`config.mk`:
```
export PLATFORM = sky130hd
export DESIGN_NAME = dmem_arbiter
export DESIGN_NICKNAME = d
export VERILOG_FILES = /design/src/rtl/dmem_arbiter.sv
export SDC_FILE = /design/constraint.sdc
export NUM_CORES = 1
export LEC_CHECK = 0
export CAP_MARGIN = 20
export CORE_UTILIZATION = 33
export DETAILED_ROUTE_END_ITERATION = 8
export GPL_ROUTABILITY_DRIVEN = 0
export PLACE_DENSITY = 0.87
export SLEW_MARGIN = 0
export SYNTH_ARGS = -nofsm -noshare
export SYNTH_HDL_FRONTEND = slang
export SYNTH_SLANG_ARGS = --single-unit
```
`constraint.sdc`:
```
create_clock -name clk -period 1.5 [get_ports clk]
set_input_delay 0.3 -clock clk [delete_from_list [all_inputs] [get_ports clk]]
set_output_delay 0.3 -clock clk [all_outputs]
set_load 0.01 [all_outputs]
```
`src/rtl/dmem_arbiter.sv`:
```
// dmem_arbiter: round-robin sequencer sharing one synchronous-read data
// memory port between the CPU MEM stage (port A) and the loader (port B).
// Accepted accesses are registered onto the memory port one cycle after
// acceptance. Read data is steered back to the port that issued the load
// using a two-stage {valid, owner} tag pipeline that matches the memory
// read latency.
module dmem_arbiter #(
  parameter int AW = 5,
  parameter int DW = 32
) (
  input  logic          clk,
  input  logic          reset,
  // port A: CPU MEM stage
  input  logic          a_req,
  input  logic          a_we,
  input  logic [AW-1:0] a_addr,
  input  logic [DW-1:0] a_wdata,
  output logic          a_ready,
  output logic          a_rvalid,
  output logic [DW-1:0] a_rdata,
  output logic          cpu_stall,
  // port B: debug / program loader
  input  logic          b_req,
  input  logic          b_we,
  input  logic [AW-1:0] b_addr,
  input  logic [DW-1:0] b_wdata,
  output logic          b_ready,
  output logic          b_rvalid,
  output logic [DW-1:0] b_rdata,
  // shared memory port
  output logic          m_en,
  output logic          m_we,
  output logic [AW-1:0] m_addr,
  output logic [DW-1:0] m_wdata,
  input  logic [DW-1:0] m_rdata
);

  localparam logic OWNER_A = 1'b0;
  localparam logic OWNER_B = 1'b1;

  logic          last_winner_q, last_winner_d;
  logic          m_en_q, m_en_d;
  logic          m_we_q, m_we_d;
  logic [AW-1:0] m_addr_q, m_addr_d;
  logic [DW-1:0] m_wdata_q, m_wdata_d;
  logic          tag1_valid_q, tag1_valid_d;
  logic          tag1_owner_q, tag1_owner_d;
  logic          tag2_valid_q, tag2_valid_d;
  logic          tag2_owner_q, tag2_owner_d;

  logic          accept;
  logic          sel_b;
  logic          win_we;

  // Grant: a lone requester wins; on contention the port that did not win
  // last time wins. Nothing is granted while reset is held.
  always_comb begin
    a_ready = 1'b0;
    b_ready = 1'b0;
    if (!reset) begin
      if (a_req && (!b_req || last_winner_q == OWNER_B)) begin
        a_ready = 1'b1;
      end else if (b_req) begin
        b_ready = 1'b1;
      end
    end
  end

  assign accept    = a_ready | b_ready;
  assign sel_b     = b_ready;
  assign win_we    = sel_b ? b_we : a_we;
  assign cpu_stall = a_req & ~a_ready;

  // Next state: issue register, round-robin pointer and read tag pipeline.
  always_comb begin
    last_winner_d = last_winner_q;
    m_en_d        = 1'b0;
    m_we_d        = 1'b0;
    m_addr_d      = m_addr_q;
    m_wdata_d     = m_wdata_q;
    tag1_valid_d  = 1'b0;
    tag1_owner_d  = tag1_owner_q;
    tag2_valid_d  = tag1_valid_q;
    tag2_owner_d  = tag1_owner_q;
    if (accept) begin
      last_winner_d = sel_b;
      m_en_d        = 1'b1;
      m_we_d        = win_we;
      m_addr_d      = sel_b ? b_addr : a_addr;
      m_wdata_d     = sel_b ? b_wdata : a_wdata;
      tag1_valid_d  = ~win_we;
      tag1_owner_d  = sel_b;
    end
  end

  // State registers; reset drops any in-flight read and the issued access.
  always_ff @(posedge clk or posedge reset) begin
    if (reset) begin
      last_winner_q <= OWNER_B;
      m_en_q        <= 1'b0;
      m_we_q        <= 1'b0;
      m_addr_q      <= '0;
      m_wdata_q     <= '0;
      tag1_valid_q  <= 1'b0;
      tag1_owner_q  <= OWNER_A;
      tag2_valid_q  <= 1'b0;
      tag2_owner_q  <= OWNER_A;
    end else begin
      last_winner_q <= last_winner_d;
      m_en_q        <= m_en_d;
      m_we_q        <= m_we_d;
      m_addr_q      <= m_addr_d;
      m_wdata_q     <= m_wdata_d;
      tag1_valid_q  <= tag1_valid_d;
      tag1_owner_q  <= tag1_owner_d;
      tag2_valid_q  <= tag2_valid_d;
      tag2_owner_q  <= tag2_owner_d;
    end
  end

  assign m_en    = m_en_q;
  assign m_we    = m_we_q;
  assign m_addr  = m_addr_q;
  assign m_wdata = m_wdata_q;

  // Response steering: memory data goes only to the owner of the load.
  always_comb begin
    a_rvalid = tag2_valid_q & (tag2_owner_q == OWNER_A);
    b_rvalid = tag2_valid_q & (tag2_owner_q == OWNER_B);
    a_rdata  = a_rvalid ? m_rdata : '0;
    b_rdata  = b_rvalid ? m_rdata : '0;
  end

endmodule

```
# After elaboration in Yosys (flattened, before gate mapping)
# Cells that the tools add are included.
[classes]
n_addsub = 0
mul = 0
div_mod_pow = 0
order_cmp = 0
eq_ne = 0
n_shift = 0
n_mux = 13
bitwise_logic = 7
reduce_logical = 3
[ops]
columns = ["op", "count"]
rows = [
  ["two-way mux 32 bit", 3],
  ["two-way mux 1 bit", 9],
  ["two-way mux 5 bit", 1],
  ["bitwise AND 1 bit", 3],
  ["inverter 1 bit", 3],
  ["logical AND 1 bit", 1],
  ["logical NOT 1 bit", 1],
  ["logical OR 1 bit", 1],
  ["bitwise OR 1 bit", 1],
]
[totals]
regBits = 44
latchBits = 0
ram_bits = 0
romBits = 0
out_inout_bits = 108
word_cells = 32
memories = 0

# Logic depth before layout (Yosys ltp)
[depth]
word_depth = 8
depth_mapped = 6
mapped_depth_nobuf = 5

# Least setup slack after synthesis
# Ideal clock, no wire load.
[synth_path]
path_type = "register -> output"
start = "reg last_winner_q"
end = "out cpu_stall"
t_arrival_ns = 1.325
required_ns = 1.200
path_slack_ns = -0.125
stages_incl_launch_ff = 5
path_buffers = 1
cell_sequence = "dfstp_2 -> inv_1 -> clkbuf_1 -> a211oi_1 -> nor2_1"
[synth_via]
elab_chain_len = 6
[synth_rtl]
columns = ["element", "line", "rtl"]
rows = [
  ["start: declaration", "41", "logic last_winner_q, last_winner_d;"],
  ["start signal: assignment", "109", "last_winner_q <= last_winner_d;"],
  ["logical OR 1 bit", "61", "if (a_req && (!b_req || last_winner_q == OWNER_B)) begin"],
  ["logical AND 1 bit", "61", ""],
  ["two-way mux 1 bit", "61", ""],
  ["two-way mux 1 bit", "60", "if (!reset) begin"],
  ["via a_ready", "18", "output logic a_ready,"],
  ["inverter 1 bit", "72", "assign cpu_stall = a_req & ~a_ready;"],
  ["bitwise AND 1 bit", "72", ""],
  ["end: declaration", "21", "output logic cpu_stall,"],
]
# The timed path passes the listed nets, and every way through them passes these cells.

# Final worst setup path
[layout_path]
start = "reg tag2_owner_q"
end = "out a_rdata[12]"
[layout_via]
elab_chain_len = 3
[layout_rtl]
columns = ["element", "line", "rtl"]
rows = [
  ["start: declaration", "49", "logic tag2_owner_q, tag2_owner_d;"],
  ["start signal: assignment", "117", "tag2_owner_q <= tag2_owner_d;"],
  ["inverter 1 bit", "128", "a_rvalid = tag2_valid_q & (tag2_owner_q == OWNER_A);"],
  ["bitwise AND 1 bit", "128", ""],
  ["two-way mux 32 bit", "130", "a_rdata = a_rvalid ? m_rdata : '0;"],
  ["end: declaration", "20", "output logic [DW-1:0] a_rdata,"],
]
# Every way passes these cells.

==> results.txt <==
status: finished, violations left
failing checks: setup timing
commonest non-fill, non-tap cell in the layout: clkdlybuf4s50_1
number of cells on the critical path: 5
combinational share of power: 0.401
total vias in the final route: 3389
total grt overflow: 0
final-report setup violation count: 35
Fin. Hold Viols: 0
clock group share of total power: 0.197
Synth area leaders: dfrtp_1 (40%), o2111ai_1 (12%), a31oi_1 (8.7%), and2_1 (8.0%), and3_1 (7.7%)
wire length per cell: 16.9 um
critical path arrival: 1.48 ns
Ports: 220
clk sink count: 44
worst reg-to-reg path cell count: 4
die width: 91.9 um
internal power: 2450 uW
Via density: 5.32
Leak: 0.00243 uW
Hold-fix buffers, CTS: 0
root buf cell: clkbuf_8
initial antenna violation count: 0
Total GRT Usage: 0.245
worst path bufs/invs: 3
TritonCTS clock tree: done
DRT Wirelength: 10.8 mm
# DRC: 0
area leader, netlist: dfrtp_1
Max Root-Sink Buffers: 2
Area after DPL: 0.00509 mm2
Num CTS Buffers: 5
Synthesis Warnings: 0
CP peak stage delay: 0.39 ns
Final Total Pwr: 3560 uW
nets@finish: 646
row count: 32
H-tree depth: 2
CP Launch Type: register
CP top delay family: simple AND/OR/NAND/NOR gates
first-pass GRT wire length: 16.4 mm
final worst slack: -0.278 ns
Yosys cell types: 23
I/O Buffers: 219
fill count: 658
Cell Area, Synth: 0.00267 mm2
Slew Limit Fails: 0
ant diodes: 0
worst vdd ir: 0.514 mV
number of global-route vias before repair: 3333
crit path cell chain: and2b_2 > buf_12 > buf_16 > and2_4 > buf_6
Die ar.: 0.00845 mm2
worst hold path class: in2async
worst-skew pair later-pin latency: 0.28 ns
Post-Synthesis Cells: 315
Switch Pwr: 1110 uW
core area: 0.00777 mm2
slew margin rel.: 0.715
CP Max Fanout: 8
fmax: 562 MHz
Reg clk slew, reported paths: 0.07 ns
register area share after synthesis: 0.413
Max-Cap Viols: 0
Area growth, synth to finish: 91.8%
Initial Util: 0.344
minimum clock period: 1.78 ns
number of synthesized register bits: 44
nature of the critical path endpoint: output pin
sw frac: 0.312
sequential share of power: 0.402
largest net degree at the start of global routing: 40
Worst Clk Skew: 0.00150 ns
top cell type's share of synthesized area: 0.403
Worst-Margin Slew: 0.428 ns
worst setup path class: reg2out
DR pass1 iterations: 4
unrepaired setup endpoints after global routing: true
share of cells above drive strength 1: 0.256
Power Dens Cells: 695 mW/mm2
post-route ant nets: 0
Final HPWL DP: 7.76 mm
Die Y: 91.9 um
Detailed Route Iter0 Violations: 170
Final period util: 1.19
CP max stage cell: dfrtp_1
syn_area_per_cell: 8.47 um2
most frequent cells in the layout: clkdlybuf4s50_1 (109), buf_2 (49), dfrtp_1 (43), o2111ai_1 (38), nor2_1 (38)
Syn Nets: 427
fin area: 0.00512 mm2
Required @ worst endpoint: 1.20 ns
## registers in the layout, summed over array words and instances, names as in the netlist
signal	cells
tag2_owner_q	1
m_en	1
last_winner_q	1
m_wdata	32
m_addr	5
m_we	1
tag2_valid_q	1
tag1_valid_q	1
tag1_owner_q	1
## cells by family (layout without fill, tap and decap cells)
kind of cell / count (synthesis) / in the layout / synth area share
AO/OA/AOI/OAI: 118 / 118 / 0.296
buffers and inverters: 45 / 265 / 0.0741
AND/OR/NAND/NOR: 108 / 108 / 0.217
flip-flops: 44 / 44 / 0.413
## worst min-delay path, delay by kind of cell
family | cells | cell delay [ns]
buffers and inverters | 4 | 0.59
## timing repair
| item | in CTS | in global routing |
|---|---|---|
| pin swaps | 5 | 13 |
| buffers inserted | 1 | 3 |
| resized for setup | 322 | 53 |
| hold endpoints to repair | 0 | 0 |
| gates cloned | 2 | 0 |
| endpoints found under the setup margin | 97 | 105 |
## synthesized netlist by cell type (all sizes together)
master	instances
dfrtp	43
nor2	39
o21ai	39
o2111ai	38
a31oi	37
and2	34
and3	33
clkbuf	26
buf	15
inv	4
a211oi	1
a21o	1
a21oi	1
and2b	1
dfstp	1
nand2b	1
o22ai	1
## power by group through the flow
stage | Combinational [uW] | Clock (uW) | Sequential [uW]
CTS | 1410 | 725 | 1430
global route | 1530 | 779 | 1450
finish | 1430 | 700 | 1430
detailed placement | 1460 | 0 | 1460
global placement | 1430 | 0 | 1450
floorplan | 485 | 0 | 1520
## metal layers
metal / GRT usage / vias to the layer above / part of all wire
met2: 0.476 / 168 / 0.53
li1: - / 1611 / -
met1: 0.247 / 1588 / 0.36
met4: 0.0898 / 0 / 0.029
met5: 0 / - / 0
met3: 0.0630 / 22 / 0.080
## path summary, 6_finish.rpt
check / startpoint / end / slack, ns
worst max-delay path: tag2_owner_q$_DFF_PP0_ / a_rdata[12] / -0.28
worst min-delay path: reset / m_wdata[24]$_DFFE_PP0P_ / 0.26
worst max register to register: last_winner_q$_DFFE_PP1P_ / m_wdata[14]$_DFFE_PP0P_ / 0.08
worst min register to register: tag1_valid_q$_DFF_PP0_ / tag2_valid_q$_DFF_PP0_ / 0.35
max in group asynchronous: reset / m_wdata[0]$_DFFE_PP0P_ / 0.89
min in group clk: tag1_valid_q$_DFF_PP0_ / tag2_valid_q$_DFF_PP0_ / 0.35
## per-stage QoR
stage	hold slack, ns	TNS [ns]	util	std cells	worst slack [ns]
after floorplan	0.331	-0.000107	-	315	-0.000107
after global placement	0.335	-25.69	0.655	625	-0.535
after detailed placement	0.337	-28.35	0.655	625	-0.538
after CTS	0.355	-10.16	0.638	636	-0.345
after global routing	0.274	-10.32	0.659	637	-0.327
final	0.258	-7.62	0.659	637	-0.278
## area by class of cell
class	instances	area [um2]	share of cell area
Tap cell	102	128	0.0249
Sequential cell	44	1100	0.215
Timing Repair Buffer	253	2350	0.458
Inverter	4	15.0	0.00293
Multi-Input combinational cell	226	1450	0.283
Clock buffer	8	80.1	0.0156
Note: power is estimated with default switching activity, not from simulation.
==> edit 1 (same flow settings) <==
Reset style: synchronous (`reset`), changed in one clocked block.
--- a/src/rtl/dmem_arbiter.sv
+++ b/src/rtl/dmem_arbiter.sv
@@ -94,7 +94,7 @@
   end
 
   // State registers; reset drops any in-flight read and the issued access.
-  always_ff @(posedge clk or posedge reset) begin
+  always_ff @(posedge clk) begin
     if (reset) begin
       last_winner_q <= OWNER_B;
       m_en_q        <= 1'b0;
Function: differs if reset is asserted again (counterexample within 4 cycles, from zero or initial values and one cycle with reset high); with reset held inactive, the same outputs for 10 cycles.
==> edit 1 against the unedited design <==
- the flow still finishes with violations (setup timing)
- routed wire length grew 2.6%
- clock skew grew 0.0032 ns
- critical path depth unchanged
- global-route usage grew 2.5 points
- sequential power shrank 8%
- largest power group unchanged
- sequential cell count unchanged
- design area rose by 1.9%
- via count decreased by 9.5%
- first-iteration DRC count down 34%
- synthesized area is 14% lower
- power shrank 8.4%
- sequential share of layout area fell by 4.5 points
- setup slack better by 0.063 ns
- fmax increased by 3.6%
==> edit 1: results (changes against the unedited design) <==
metric,value,unit,change
clk buf depth,2,,unchanged
Via density,5.62,,was 5.32
Syn Inst Count,235,,was 315
hold depth,1,,
Setup Skew,0.00467,ns,was 0.00150 ns
First-pass DRT Iterations,4,,unchanged
largest net degree at the start of global routing,38,,was 40
vias in the first global route,3019,,was 3333
"Seq/Total Area, Yosys",38.3,%,was 41.3%
asr flop ratio synth,0,%,was 100%
final setup TNS,-5.29,ns,was -7.62 ns
Hold Path Class,reg2reg,,was in2async
# placed instances,521,,was 625
final setup margin,-0.215,ns,was -0.278 ns
combinational share of power,31.9,%,was 40.1%
family with the most delay on the worst path,buffers and inverters,,was simple AND/OR/NAND/NOR gates
Critical Path Slowest Stage Cell,dfxtp_4,,was dfrtp_1
first-pass GRT wire length,15.5,mm,was 16.4 mm
Num CTS Buffers,5,,unchanged
pre-CTS WS,-0.522,ns,was -0.538 ns
initial antenna violation count,0,,unchanged
fin nets,577,,was 646
max reg flops,32,,unchanged
Finished Layout Cells,546,,was 637
Yosys cell types,22,,was 23
status,finished with violations,,unchanged
syn_nets,347,,was 427
Comb power,1.04,mW,was 1.43 mW
failing checks,setup timing,,unchanged
Synth area leader,dfxtp_1,,was dfrtp_1
Leak,2.56,nW,was 2.43 nW
top post-synthesis cells by area,"dfxtp_1 38%, a221o_1 16%, nor4b_1 14%",,"was dfrtp_1 40%, o2111ai_1 12%, a31oi_1 8.7%"
final setup vio count,65,,was 35
Sw Share,26.0,%,was 31.2%
Worst Tran Pin Value,0.402,ns,was 0.428 ns
Worst path max stage delay,0.37,ns,was 0.39 ns
Worst EP arrival,1.42,ns,was 1.48 ns
HPWL after DPL,6.68,mm,was 7.76 mm
Root Buffer,clkbuf_8,,unchanged
wire per inst,20.2,um,was 16.9 um
initial DRC count,113,,was 170
reg2reg path depth,5,,was 4
peak supply drop,0.000556,V,was 0.000514 V
Worst-Skew Late Latency,0.29,ns,
ant diodes,0,,unchanged
Clk pwr share,27.5,%,was 19.7%
H-tree Lvls,2,,unchanged
total track usage,27.0,%,was 24.5%
commonest cells in the netlist,"44 x dfxtp_1, 37 x a221o_1, 37 x nor4b_1, 34 x and2_1, 33 x and3_1",,"was 43 x dfrtp_1, 39 x nor2_1, 38 x o2111ai_1, 37 x a31oi_1, 36 x o21ai_0"
"critical path fanouts, max",5,,was 8
placed cell area,4600,sq um,was 5090 sq um
layout cells sized above 1,35.6,%,was 25.6%
-- edit 1: changes by cell type after synthesis, sizes merged, moves of 2 or more --
cell | unedited run | this run
dfxtp | 0 | 44
dfrtp | 43 | 0
o2111ai | 38 | 0
a221o | 0 | 37
a31oi | 37 | 0
nor4b | 0 | 37
o21ai | 39 | 2
nor2 | 39 | 3
clkbuf | 26 | 15
nor2b | 0 | 4
inv | 4 | 1
a21boi | 0 | 2
-- edit 1: cell families after synthesis --
logic type	count (synthesis)	synth area share [%]
AO/OA/AOI/OAI	44	18.2
AND/OR/NAND/NOR	116	35.8
buffers and inverters	31	7.68
flip-flops	44	38.3
-- edit 1: layer usage --
metal / vias to the layer above / global-route usage, % / routed length, um
met2: 159 / 52.3 / 5940
met4: 0 / 10.3 / 412
met1: 1505 / 27.7 / 3960
li1: 1373 / - / -
met3: 29 / 6.42 / 740
met5: - / 0 / 0
-- edit 1: layout make-up --
cell class              instances  area (sq um)
inverters                       1          3.75
multi-input cells             160          1460
fillers                       436          1540
flip-flops and latches         44           887
clock buffers                   6          72.6
repair buffers                253          2670
clock inverters                 2          35.0
well taps                      80           100
-- edit 1: final timing paths --
| path | from | slack [ns] | end |
|---|---|---|---|
| worst min register to register | tag1_valid_q$_SDFF_PP0_ | 0.46 | tag2_valid_q$_SDFF_PP0_ |
| worst max register to register | last_winner_q$_SDFFE_PP1P_ | 0.16 | m_wdata[30]$_SDFFE_PP0P_ |
| worst max-delay path | tag2_owner_q$_SDFF_PP0_ | -0.22 | a_rdata[26] |
| worst min-delay path | tag1_valid_q$_SDFF_PP0_ | 0.46 | tag2_valid_q$_SDFF_PP0_ |
-- edit 1: timing repair --
item	CTS	global route
pin swaps	10	2
resized for setup	348	90
buffers inserted	9	2
setup endpoints to repair	112	97
cloned	7	1
==> edit 2 (same settings) <==
Made on the original files. Set the parameter `DW` to 24 (it was 32).
--- a/src/rtl/dmem_arbiter.sv
+++ b/src/rtl/dmem_arbiter.sv
@@ -6,7 +6,7 @@
 // read latency.
 module dmem_arbiter #(
   parameter int AW = 5,
-  parameter int DW = 32
+  parameter int DW = 24
 ) (
   input  logic          clk,
   input  logic          reset,
Ports: changed (6 resized); port bits go from 220 to 172. The function was not compared with the original's and may differ.
==> edit 2 against the unedited design <==
- the flow still finishes with violations (setup timing)
- register-to-register slack improved by 0.04 ns
- clock power grew 2.9%
- sequential cell count down 8
- routed wire length decreased by 19%
- design area is 15% lower
- sequential share of layout area shrank 0.68 points
- clock skew grew 0.0045 ns
- setup slack improved by 0.046 ns
- synthesized area fell by 20%
- die area shrank 20%
- power is 12% lower
- hold slack better by 0.10 ns
- critical endpoint is now a_rdata[2]
- largest cell class unchanged
==> edit 2: results (changes against the unedited design) <==
metric,value,unit,change
peak supply drop,0.000451,V,was 0.000514 V
average size of a mapped cell,8.60,sq um,was 8.47 sq um
Setup Skew,0.00602,ns,was 0.00150 ns
final setup margin,-0.232,ns,was -0.278 ns
IO buf count,171,,was 219
max reg flops,24,,was 32
first-pass GRT wire length,13.1,mm,was 16.4 mm
syn_nets,336,,was 427
reg-to-reg critical path startpoint,last_winner_q$_DFFE_PP1P_,,unchanged
Yosys cell types,19,,was 23
top post-synthesis cells by area,"dfrtp_1 41%, o2111ai_1 12%, a31oi_1 8.5%",,"was dfrtp_1 40%, o2111ai_1 12%, a31oi_1 8.7%"
fin nets,523,,was 646
commonest cells in the netlist,"35 x dfrtp_1, 31 x nor2_1, 30 x o2111ai_1, 29 x a31oi_1, 26 x and2_1",,"was 43 x dfrtp_1, 39 x nor2_1, 38 x o2111ai_1, 37 x a31oi_1, 36 x o21ai_0"
status,finished with violations,,unchanged
Leak,2.05,nW,was 2.43 nW
HPWL after DPL,5.91,mm,was 7.76 mm
crit path from,tag2_owner_q$_DFF_PP0_,,unchanged
initial antenna violation count,0,,unchanged
vias in the first global route,2690,,was 3333
DR vias,2766,,was 3389
Worst EP arrival,1.43,ns,was 1.48 ns
failing checks,setup timing,,unchanged
WL final,8.76,mm,was 10.8 mm
asr flop ratio synth,100,%,unchanged
total track usage,25.4,%,was 24.5%
placed cell area,4030,sq um,was 5090 sq um
Worst Tran Pin Value,0.345,ns,was 0.428 ns
initial DRC count,132,,was 170
pre-CTS WS,-0.499,ns,was -0.538 ns
final setup TNS,-6.31,ns,was -7.62 ns
most frequent cell after synthesis,dfrtp_1,,unchanged
H-tree Lvls,2,,unchanged
layout cells sized above 1,30.7,%,was 25.6%
largest net degree at the start of global routing,32,,was 40
# placed instances,491,,was 625
final setup vio count,48,,was 35
clock slew at reported path FFs,0.07,ns,about the same
"Seq/Total Area, Yosys",42.3,%,was 41.3%
wire per inst,17.1,um,was 16.9 um
Hold Path Class,reg2reg,,was in2async
First-pass DRT Iterations,4,,unchanged
Worst-Skew Late Latency,0.28,ns,about the same
## edit 2: final timing paths
check / end / slack, ns / cells past startpoint
worst max-delay path: a_rdata[2] / -0.23 / 5
worst min-delay path: tag2_valid_q$_DFF_PP0_ / 0.36 / 0
worst min register to register: tag2_valid_q$_DFF_PP0_ / 0.36 / 0
worst max register to register: tag1_valid_q$_DFF_PP0_ / 0.12 / 4
max in group asynchronous: tag1_valid_q$_DFF_PP0_ / 0.64 / 5
min in group asynchronous: m_addr[1]$_DFFE_PP0P_ / 0.53 / 4
## edit 2: per-stage QoR
stage | total power, mW | hold WS (ns) | util [%]
floorplan | 1.63 | 0.331 | -
global placement | 2.32 | 0.332 | 66.5
detailed placement | 2.35 | 0.350 | 66.5
CTS | 3.11 | 0.365 | 67.7
global route | 3.30 | 0.372 | 71.4
finish | 3.13 | 0.359 | 71.4
## edit 2: final cells by class
cell class	count	area [sq um]
multi-input cells	178	1180
fillers	471	1730
inverters	4	15.0
flip-flops and latches	36	902
clock buffers	7	86.3
clock inverters	1	7.51
well taps	75	93.8
repair buffers	210	2040
## edit 2: timing repair
action,CTS,global route
endpoints found under the setup margin,60,78
pin swaps,12,0
gates cloned,4,0
setup buffers,6,2
resized for setup,265,59
## edit 2: power by group
group / leakage [nW] / internal (mW) / switching (mW)
Clock: 0.0445 / 0.373 / 0.346
Sequential: 0.411 / 1.10 / 0.0701
Combinational: 1.59 / 0.693 / 0.545
Total: 2.05 / 2.17 / 0.962
## edit 2: layer usage
| metal | part of all wire [%] | GRT usage (%) | wire, um | vias up |
|---|---|---|---|---|
| met3 | 7.9 | 4.84 | 689 | 15 |
| li1 | - | - | - | 1307 |
| met1 | 38 | 28.0 | 3290 | 1319 |
| met2 | 53 | 48.9 | 4620 | 125 |
| met4 | 1.9 | 7.19 | 166 | 0 |
| met5 | 0 | 0 | 0 | - |
## edit 2: worst max-delay path: stages, from the launching register on
cell	delay, ns
dfrtp_1	0.39
and2b_2	0.27
buf_6	0.14
buf_6	0.11
and2_4	0.13
buf_6	0.11
## edit 2: logic make-up (layout without fill, tap and decap cells)
kind of cell,after synthesis,in the layout,share of synthesized area (%)
AO/OA/AOI/OAI,94,94,29.3
buffers and inverters,34,222,7.28
flip-flops,36,36,42.3
AND/OR/NAND/NOR,84,84,21.1
